**src/rtl/lsq_pkg.sv**
```systemverilog
// Shared definitions for the load/store queue controller: op and size codes,
// FSM state type, ROB tag width and small op-decoding helpers.
package lsq_pkg;

   localparam int ROB_W = 3;

   localparam logic [4:0] OP_LB  = 5'd0;
   localparam logic [4:0] OP_LH  = 5'd1;
   localparam logic [4:0] OP_LW  = 5'd2;
   localparam logic [4:0] OP_LBU = 5'd3;
   localparam logic [4:0] OP_LHU = 5'd4;
   localparam logic [4:0] OP_SB  = 5'd5;
   localparam logic [4:0] OP_SH  = 5'd6;
   localparam logic [4:0] OP_SW  = 5'd7;
   localparam logic [4:0] OP_NOP = 5'd31;

   localparam logic [1:0] SIZE_BYTE = 2'd0;
   localparam logic [1:0] SIZE_HALF = 2'd1;
   localparam logic [1:0] SIZE_WORD = 2'd2;

   typedef enum logic [1:0] {ST_IDLE, ST_REQ, ST_RESP} state_t;

   // Any code outside 0..7 behaves exactly like OP_NOP.
   function automatic logic op_is_valid(input logic [4:0] op);
      return op <= OP_SW;
   endfunction

   function automatic logic op_is_load(input logic [4:0] op);
      return op <= OP_LHU;
   endfunction

   function automatic logic op_is_store(input logic [4:0] op);
      return (op >= OP_SB) && (op <= OP_SW);
   endfunction

   function automatic logic [1:0] op_size(input logic [4:0] op);
      case (op)
         OP_LB, OP_LBU, OP_SB: return SIZE_BYTE;
         OP_LH, OP_LHU, OP_SH: return SIZE_HALF;
         default:              return SIZE_WORD;
      endcase
   endfunction

   function automatic logic [31:0] load_extend(input logic [4:0] op, input logic [31:0] d);
      case (op)
         OP_LB:   return {{24{d[7]}}, d[7:0]};
         OP_LH:   return {{16{d[15]}}, d[15:0]};
         OP_LBU:  return {24'd0, d[7:0]};
         OP_LHU:  return {16'd0, d[15:0]};
         default: return d;
      endcase
   endfunction

endpackage

```
**src/rtl/lsq_fifo.sv**
```systemverilog
// Circular buffer of queued memory ops with a per-entry committed flag that is
// set by tag match; flush empties the buffer in one edge.
module lsq_fifo
   import lsq_pkg::*;
#(
   parameter int DEPTH = 4
) (
   input  logic             clk,
   input  logic             rst,
   input  logic             push,
   input  logic [4:0]       push_op,
   input  logic [31:0]      push_addr,
   input  logic [ROB_W-1:0] push_rob,
   input  logic [31:0]      push_data,
   input  logic             pop,
   input  logic             flush,
   input  logic             set_valid,
   input  logic [ROB_W-1:0] set_rob,
   output logic [4:0]       head_op,
   output logic [31:0]      head_addr,
   output logic [ROB_W-1:0] head_rob,
   output logic [31:0]      head_data,
   output logic             head_committed,
   output logic             full,
   output logic             empty
);

   localparam int PW = $clog2(DEPTH);

   logic [PW-1:0]    head_ptr_reg;
   logic [PW-1:0]    tail_ptr_reg;
   logic [PW:0]      count_reg;
   logic [DEPTH-1:0] committed_reg;
   logic [DEPTH-1:0] match_vec;
   logic [DEPTH-1:0] write_vec;
   logic             push_ok;
   logic             pop_ok;
   logic             push_commit;

   logic [4:0]       op_mem   [DEPTH];
   logic [31:0]      addr_mem [DEPTH];
   logic [ROB_W-1:0] rob_mem  [DEPTH];
   logic [31:0]      data_mem [DEPTH];

   assign full        = (count_reg == (PW+1)'(DEPTH));
   assign empty       = (count_reg == '0);
   assign push_ok     = push & ~full & ~flush;
   assign pop_ok      = pop & ~empty & ~flush;
   // A store enqueued on the same edge as its own commit arrives already committed.
   assign push_commit = set_valid & op_is_store(push_op) & (push_rob == set_rob);

   generate
      for (genvar gi = 0; gi < DEPTH; gi++) begin : g_entry
         logic [PW-1:0] offset;
         logic          live;
         assign offset        = PW'(gi) - head_ptr_reg;
         assign live          = ({1'b0, offset} < count_reg);
         assign match_vec[gi] = set_valid & live & op_is_store(op_mem[gi]) & (rob_mem[gi] == set_rob);
         assign write_vec[gi] = push_ok & (tail_ptr_reg == PW'(gi));
      end
   endgenerate

   always_ff @(posedge clk or negedge rst) begin
      if (!rst) begin
         head_ptr_reg  <= '0;
         tail_ptr_reg  <= '0;
         count_reg     <= '0;
         committed_reg <= '0;
      end else if (flush) begin
         head_ptr_reg  <= '0;
         tail_ptr_reg  <= '0;
         count_reg     <= '0;
         committed_reg <= '0;
      end else begin
         if (push_ok) tail_ptr_reg <= tail_ptr_reg + 1'b1;
         if (pop_ok)  head_ptr_reg <= head_ptr_reg + 1'b1;
         count_reg     <= count_reg + (PW+1)'(push_ok) - (PW+1)'(pop_ok);
         committed_reg <= ((committed_reg | match_vec) & ~write_vec)
                        | (write_vec & {DEPTH{push_commit}});
      end
   end

   always_ff @(posedge clk) begin
      if (push_ok) begin
         op_mem[tail_ptr_reg]   <= push_op;
         addr_mem[tail_ptr_reg] <= push_addr;
         rob_mem[tail_ptr_reg]  <= push_rob;
         data_mem[tail_ptr_reg] <= push_data;
      end
   end

   assign head_op        = op_mem[head_ptr_reg];
   assign head_addr      = addr_mem[head_ptr_reg];
   assign head_rob       = rob_mem[head_ptr_reg];
   assign head_data      = data_mem[head_ptr_reg];
   assign head_committed = committed_reg[head_ptr_reg];

endmodule

```
**src/rtl/lsq_ctrl.sv**
```systemverilog
// Load/store queue controller: issues the queue head to memory one access at a
// time, holds stores until committed, and returns extended load results.
module lsq_ctrl
   import lsq_pkg::*;
#(
   parameter int DEPTH = 4
) (
   input  logic             clk,
   input  logic             rst,
   input  logic             pause,
   input  logic             flush,
   input  logic [4:0]       au_op,
   input  logic [31:0]      au_addr,
   input  logic [ROB_W-1:0] au_rob,
   input  logic [31:0]      au_data,
   output logic             full,
   input  logic             commit_valid,
   input  logic [ROB_W-1:0] commit_rob,
   output logic             mem_req,
   output logic             mem_we,
   output logic [31:0]      mem_addr,
   output logic [31:0]      mem_wdata,
   output logic [1:0]       mem_size,
   input  logic             mem_ack,
   input  logic [31:0]      mem_rdata,
   output logic             ld_valid,
   output logic [ROB_W-1:0] ld_rob,
   output logic [31:0]      ld_data
);

   state_t           state_reg, state_next;
   logic [4:0]       head_op;
   logic [31:0]      head_addr;
   logic [ROB_W-1:0] head_rob;
   logic [31:0]      head_data;
   logic             head_committed;
   logic             empty;
   logic             enq, issue, done, pop;

   logic [4:0]       req_op_reg;
   logic [31:0]      req_addr_reg;
   logic [31:0]      req_wdata_reg;
   logic [ROB_W-1:0] req_rob_reg;
   logic             flushed_reg;
   logic             drop_reg;
   logic [ROB_W-1:0] ld_rob_reg;
   logic [31:0]      ld_data_reg;

   assign enq = op_is_valid(au_op) & ~pause & ~flush & ~full;
   // An access flushed while in flight has already left the queue; don't pop again.
   assign pop = done & ~flushed_reg;

   lsq_fifo #(.DEPTH(DEPTH)) u_fifo (
      .clk            (clk),
      .rst            (rst),
      .push           (enq),
      .push_op        (au_op),
      .push_addr      (au_addr),
      .push_rob       (au_rob),
      .push_data      (au_data),
      .pop            (pop),
      .flush          (flush),
      .set_valid      (commit_valid),
      .set_rob        (commit_rob),
      .head_op        (head_op),
      .head_addr      (head_addr),
      .head_rob       (head_rob),
      .head_data      (head_data),
      .head_committed (head_committed),
      .full           (full),
      .empty          (empty)
   );

   always_comb begin
      state_next = state_reg;
      issue      = 1'b0;
      done       = 1'b0;
      case (state_reg)
         ST_IDLE: begin
            if (!pause && !flush && !empty && (op_is_load(head_op) || head_committed)) begin
               state_next = ST_REQ;
               issue      = 1'b1;
            end
         end
         ST_REQ: begin
            if (mem_ack) begin
               done       = 1'b1;
               state_next = op_is_load(req_op_reg) ? ST_RESP : ST_IDLE;
            end
         end
         ST_RESP: state_next = ST_IDLE;
         default: state_next = ST_IDLE;
      endcase
   end

   always_ff @(posedge clk or negedge rst) begin
      if (!rst) begin
         state_reg     <= ST_IDLE;
         req_op_reg    <= '0;
         req_addr_reg  <= '0;
         req_wdata_reg <= '0;
         req_rob_reg   <= '0;
         flushed_reg   <= 1'b0;
         drop_reg      <= 1'b0;
         ld_rob_reg    <= '0;
         ld_data_reg   <= '0;
      end else begin
         state_reg <= state_next;
         if (issue) begin
            req_op_reg    <= head_op;
            req_addr_reg  <= head_addr;
            req_wdata_reg <= head_data;
            req_rob_reg   <= head_rob;
            flushed_reg   <= 1'b0;
         end else if (state_reg == ST_REQ && flush) begin
            flushed_reg <= 1'b1;
         end
         if (done && op_is_load(req_op_reg)) begin
            ld_rob_reg  <= req_rob_reg;
            ld_data_reg <= load_extend(req_op_reg, mem_rdata);
            drop_reg    <= flushed_reg | flush;
         end
      end
   end

   assign mem_req   = (state_reg == ST_REQ);
   assign mem_we    = op_is_store(req_op_reg);
   assign mem_addr  = req_addr_reg;
   assign mem_wdata = req_wdata_reg;
   assign mem_size  = op_size(req_op_reg);
   assign ld_valid  = (state_reg == ST_RESP) & ~drop_reg;
   assign ld_rob    = ld_rob_reg;
   assign ld_data   = ld_data_reg;

endmodule
```
**config.mk**
```make
export PLATFORM = sky130hd
export DESIGN_NAME = lsq_ctrl
export DESIGN_NICKNAME = d
export VERILOG_FILES = /design/src/rtl/lsq_pkg.sv /design/src/rtl/lsq_fifo.sv /design/src/rtl/lsq_ctrl.sv
export SDC_FILE = /design/constraint.sdc
export NUM_CORES = 1
export LEC_CHECK = 0
export ABC_AREA = 1
export BUFFER_PORTS_ARGS = -buffer_cell sky130_fd_sc_hd__clkbuf_2
export CAP_MARGIN = 40
export CORE_MARGIN = 2
export CORE_UTILIZATION = 57
export CTS_CLUSTER_DIAMETER = 150
export CTS_CLUSTER_SIZE = 14
export DETAILED_ROUTE_END_ITERATION = 10
export PLACE_DENSITY = 0.82
export SYNTH_ARGS = -nofsm -noshare
export SYNTH_HDL_FRONTEND = slang
export SYNTH_SLANG_ARGS = --single-unit
export TNS_END_PERCENT = 50
```
**constraint.sdc**
```tcl
create_clock -name clk -period 5.2 [get_ports clk]
set_input_delay 0.52 -clock clk [delete_from_list [all_inputs] [get_ports clk]]
set_output_delay 0.52 -clock clk [all_outputs]
set_load 0.005 [all_outputs]
```
==> results.py, run 1 <==
metrics = {
    "pwr": {
        "vdd_drop_max_uv": 301.3,
        "p_leak_nw": 7.762,
        "p_per_area_nw_per_um2": 358.5,
    },
    "clocking": {
        "clock-sinks": 410,
        "cts_max_level": 2,
        "clk_pin_slew_ps": 70,
        "cts_setup_buffers": 0,
        "clockBufferDepth": 3,
        "cts_hold_buf": 0,
        "cts_tree": "yes",
        "cts_root_buf": "clkbuf_16",
        "cts_resized": 0,
        "numCtsBuffers": 35,
        "worst_skew_pair.late_latency_ps": 530,
    },
    "grt": {
        "first_global_vias": 11500,
        "grt_antenna_before_repair": 2,
        "grt_pass1_wl_um": 62330,
        "grtUsageTotal": 0.2653,
        "grt_max_degree": 79,
        "gr-total-overflow": 0,
    },
    "final_layout": {
        "syn_to_final_growth_pct": 15.47,
        "fillers": 1992,
        "drive_above_1_share": 0.1870,
        "nets": 1692,
        "top_regs": "u_fifo.addr_mem (128), u_fifo.data_mem (128)",
        "postLayoutCoreUtil": 0.6711,
    },
    "drt": {
        "drc": 0,
        "vias": 11480,
        "dr.first_iter.drc_count": 1044,
        "ant_nets": 0,
        "wl_um": 38830,
        "first_pass_iters": 5,
        "viasPerCell": 5.813,
        "drt-wirelength-per-cell_um": 19.67,
    },
    "worst_hold_path": {
        "min_path_type": "input pin to asynchronous set/reset pin",
    },
    "sta": {
        "fin_skew_ps": 12.40,
        "fin_crit_sh": 0.6309,
        "worst_pin_slew_ps": 951.3,
        "rsz0062_at_grt": "false",
        "setup_tns_ps": 0,
        "worst_slack_ps": 1919,
        "hold_viol": 0,
        "relSlewSlack": 0.3658,
        "drv_slew": 0,
        "min_period_ps": 3281,
        "fmax_mhz": 304.8,
        "finalSetupViolations": 0,
    },
    "job": {
        "cap_viol_max_count": 0,
    },
    "critical_path": {
        "critPathRequiredTime_ps": 5660,
        "reg2reg_slack_ps": 1920,
        "arrival_ps": 3740,
        "r2r_start": "u_fifo.head_ptr_reg[0]",
        "end_kind": "register",
        "crit_path_max_fanout": 72,
        "crit_type": "register to register",
        "ff2ff_path_depth": 12,
        "startpoint": "u_fifo.head_ptr_reg[0]",
        "rr_endpoint": "req_op_reg[3]",
        "setup.worst_path.start_class": "register",
    },
    "die": {
        "die_area_um2": 29770,
        "rows": 61,
        "io_pins": 218,
        "core_area_um2": 27860,
        "die_w_um": 172.5,
        "initial_core_util": 0.5812,
        "die_y_um": 172.5,
    },
    "synthesis": {
        "synth-async-reset-ratio": 0.2976,
        "yosysSeqAreaShare": 0.7227,
        "ys_top_cells_by_area": "edfxtp_1, dfrtp_1, nand2_1",
        "syn-mean-instance-area_um2": 11.81,
        "synth_nets": 1495,
        "synth_top_flop_cell": "edfxtp_1",
        "yosysWarnings": 0,
        "synth_edf_count": 288,
        "yosys.cell_types.count": 34,
        "synth.top_cell.area_share": 0.5341,
        "synth_seq_cells": 410,
        "synthCells": 1371,
        "synth_area_um2": 16190,
        "synth_top_area_cell": "edfxtp_1",
    },
    "placed_design": {
        "portBuffers": 217,
        "gp_congestion": 0.8992,
        "hpwl_um": 23470,
        "dp_slack_ps": 1937,
    },
    "status": {
        "outcome": "completed",
    },
}
==> cell families after synthesis <==
logic type,share of synthesized area
AOI/OAI and AO/OA,0.02650
xor gates and xnor gates,0.003786
adders and majority gates,0.008964
buffers and inverters,0.03354
DFF,0.7227
and+or+nand+nor,0.2045
==> how the worst max path moves through the flow <==
stage	to	slack, ps	depth (start not counted)
final	req_op_reg[3]	1920	12
after global routing	req_op_reg[3]	1650	12
after CTS	req_op_reg[3]	1980	12
after detailed placement	u_fifo.data_mem[3][8]	1940	6
after global placement	mem_wdata[31]	2020	12
after floorplan	u_fifo.addr_mem[0][0]	510	4
==> metal layers <==
metal	global-route usage	part of all wire	wire, µm
met1	0.3450	0.39	15100
met2	0.4347	0.49	18900
met3	0.05431	0.086	3338
met4	0.1218	0.039	1501
met5	0	0	0
==> layout by cell type, fill, tap and decap left out, types with 8 or more instances in the layout <==
master	instances
nand2_1	471
edfxtp_1	288
clkbuf_2	216
nand4_1	137
dfrtp_1	121
nand3_1	85
inv_1	37
clkbuf_16	35
nor2_1	32
o21ai_0	28
a21oi_1	25
clkbuf_1	24
buf_4	19
ha_1	10
nor3_1	8
==> worst max-delay path, stage by stage, from the launching register on <==
cell     delay, ps
dfrtp_4        630
buf_4          680
inv_2          170
nand3_1        110
nand2_1         60
nor2_1         150
nand2_1         70
nand2_1         60
nand2_1         80
nand2_4         80
buf_4          670
nand4_1        240
nand2_1        150
==> synth_stat cells (2+ instances only) <==
library cell / instances
nand2_1: 471
edfxtp_1: 288
nand4_1: 137
dfrtp_1: 122
nand3_1: 86
clkbuf_1: 44
inv_1: 37
nor2_1: 37
o21ai_0: 28
a21oi_1: 25
buf_1: 13
buf_2: 11
ha_1: 10
buf_6: 9
nor3_1: 8
a2bb2oi_1: 7
o2111ai_1: 5
inv_2: 4
o22ai_1: 4
or2_2: 4
xor2_1: 4
xnor2_1: 3
buf_4: 2
nor2_4: 2
==> metrics by stage <==
stage	power (mW)	cells	hold WS, ps	cell area, µm²
final	6.702	1974	16.93	18700
after global routing	6.951	1973	73.39	18690
after CTS	6.739	1972	49.40	18690
after detailed placement	4.341	1909	458.3	17660
after global placement	4.313	1906	456.1	17580
after floorplan	4.032	1371	224.4	16190
==> cell type report <==
class | count | area, µm² | share of cell area
clock buffers | 59 | 965.9 | 0.05166
repair buffers | 239 | 1318 | 0.07047
well taps | 378 | 473.0 | 0.02530
diodes | 2 | 5.005 | 0.0002677
flip-flops and latches | 410 | 11710 | 0.6260
multi-input cells | 840 | 4009 | 0.2144
inverters | 42 | 157.7 | 0.008432
clock inverters | 4 | 63.81 | 0.003413
==> report_power, final <==
group          switching, mW  internal, mW  total, mW
clock                   1.14          1.29       2.43
combinational          0.302         0.217      0.519
sequential            0.0974          3.66       3.75
(Power assumes the default switching activity.)
==> run 2, diff against run 1 <==
- CORE_UTILIZATION: 57 -> 52
- PLACE_DENSITY: 0.82 -> 0.79
- clock period: 5.2 -> 2.8 ns (I/O delays scaled with it)
==> results.py, run 2 (same netlist as run 1, synthesis figures left out) <==
metrics = {
    "status": {
        "outcome": "completed",
    },
    "sta": {
        "hold_viol": 0,
        "relSlewSlack": 0.4106,
        "fmax_mhz": 415.9,
        "min_period_ps": 2405,
        "fin_crit_sh": 0.8588,
        "finalSetupViolations": 0,
        "fin_skew_ps": 24.11,
        "drv_slew": 0,
        "worst_pin_slew_ps": 884.0,
        "rsz0062_at_grt": "false",
    },
    "pwr": {
        "p_total_mw": 12.58,
        "p_per_area_nw_per_um2": 640.6,
        "p_leak_nw": 8.148,
        "vdd_drop_max_uv": 713.7,
    },
    "die": {
        "core_area_um2": 30590,
        "initial_core_util": 0.5293,
        "die_y_um": 180.5,
        "die_w_um": 180.5,
        "die_area_um2": 32570,
        "io_pins": 218,
        "rows": 64,
    },
    "job": {
        "cap_viol_max_count": 0,
    },
    "critical_path": {
        "end_kind": "register",
        "arrival_ps": 2830,
        "rr_endpoint": "u_fifo.count_reg[2]",
        "crit_path_max_fanout": 5,
        "setup.worst_path.start_class": "register",
        "crit_type": "register to register",
        "ff2ff_path_depth": 13,
        "r2r_start": "u_fifo.count_reg[1]",
        "critPathRequiredTime_ps": 3220,
        "reg2reg_slack_ps": 400,
    },
    "final_layout": {
        "instances_no_fill": 2086,
        "top_regs": "u_fifo.addr_mem (128), u_fifo.data_mem (128)",
        "postLayoutCoreUtil": 0.6422,
        "drive_above_1_share": 0.1812,
        "nets": 1786,
        "mostFrequentLayoutCells": "nand2_1, edfxtp_1, clkbuf_2, nand4_1, dfrtp_1",
        "syn_to_final_growth_pct": 21.32,
        "layout_commonest_cell": "nand2_1",
    },
    "clocking": {
        "cts_tree": "yes",
        "clock-sinks": 410,
        "clockBufferDepth": 3,
        "numCtsBuffers": 35,
        "worst_skew_pair.late_latency_ps": 540,
        "cts_resized": 0,
        "clk_pin_slew_ps": 70,
        "cts_max_level": 2,
        "cts_root_buf": "clkbuf_16",
    },
    "placed_design": {
        "hpwl_um": 23870,
        "gp_congestion": 0.9255,
        "dp.cells": 1935,
        "portBuffers": 217,
    },
    "worst_hold_path": {
        "hold_depth": 1,
        "hold_start": "au_op[0]",
        "min_path_type": "input pin to register",
        "min_to": "u_fifo.op_mem[2][0]",
    },
    "drt": {
        "first_pass_iters": 7,
        "drt-wirelength-per-cell_um": 19.36,
        "drc": 0,
        "viasPerCell": 5.673,
        "wl_um": 40390,
        "dr.first_iter.drc_count": 1051,
        "vias": 11830,
        "ant_nets": 0,
    },
    "grt": {
        "grt_antenna_before_repair": 1,
        "grt_pass1_wl_um": 63920,
        "gr-total-overflow": 0,
        "grtUsageTotal": 0.2469,
        "grt_max_degree": 75,
        "first_global_vias": 11910,
    },
}
[run 2: cell type report]
class / instances / area (µm²)
Antenna cell: 1 / 2.502
Clock buffer: 60 / 969.7
Clock inverter: 4 / 63.81
Fill cell: 2272 / 10950
Inverter: 42 / 157.7
Multi-Input combinational cell: 840 / 4009
Sequential cell: 410 / 11710
Tap cell: 396 / 495.5
Timing Repair Buffer: 333 / 2241
[run 2: power breakdown]
part | internal [mW] | total, mW | switching (mW)
Clock | 2.40 | 4.55 | 2.15
Sequential | 6.79 | 6.95 | 0.168
Combinational | 0.486 | 1.08 | 0.595
Total | 9.67 | 12.6 | 2.91
[run 2: what timing repair did]
item                                   CTS  global route
endpoints found under the hold margin  333             4
hold buffers                            85             1
setup buffers                            0             0
[run 2: how the worst max path moves through the flow]
stage                                       end           startpoint  cells after the start
after floorplan           u_fifo.addr_mem[0][0]             au_op[3]                      4
after global placement      u_fifo.count_reg[2]  u_fifo.count_reg[1]                     13
after detailed placement    u_fifo.count_reg[2]  u_fifo.count_reg[1]                     13
after CTS                   u_fifo.count_reg[2]  u_fifo.count_reg[1]                     13
after global routing        u_fifo.count_reg[2]  u_fifo.count_reg[1]                     13
final                       u_fifo.count_reg[2]  u_fifo.count_reg[1]                     13
[run 2: stage by stage]
stage               TNS (ps)  hold WS, ps  instance area [µm²]  setup slack (ps)
floorplan            -137260       -15.59                16200            -475.6
global placement           0        248.8                17750             476.7
detailed placement         0        255.0                17750             409.5
CTS                        0        2.010                19630             391.3
global route               0        13.79                19640             189.3
finish                     0        25.61                19640             395.3
[run 2: per-layer routing]
metal	track usage	wire [µm]	vias to the layer above
li1	-	-	5405
met1	0.3145	15970	5746
met2	0.4214	19950	581
met3	0.04285	3085	101
met4	0.1016	1381	0
met5	0	0	-
[run 2: critical path, stage by stage (launching register included)]
cell and delay, ps:
dfrtp_1 430, inv_1 170, nand2_1 100, nor2_1 240
inv_1 70, nand3_1 100, inv_1 60, ha_1 260
inv_1 60, ha_1 140, inv_1 50, fa_1 390
xor2_1 160, nor2_1 60
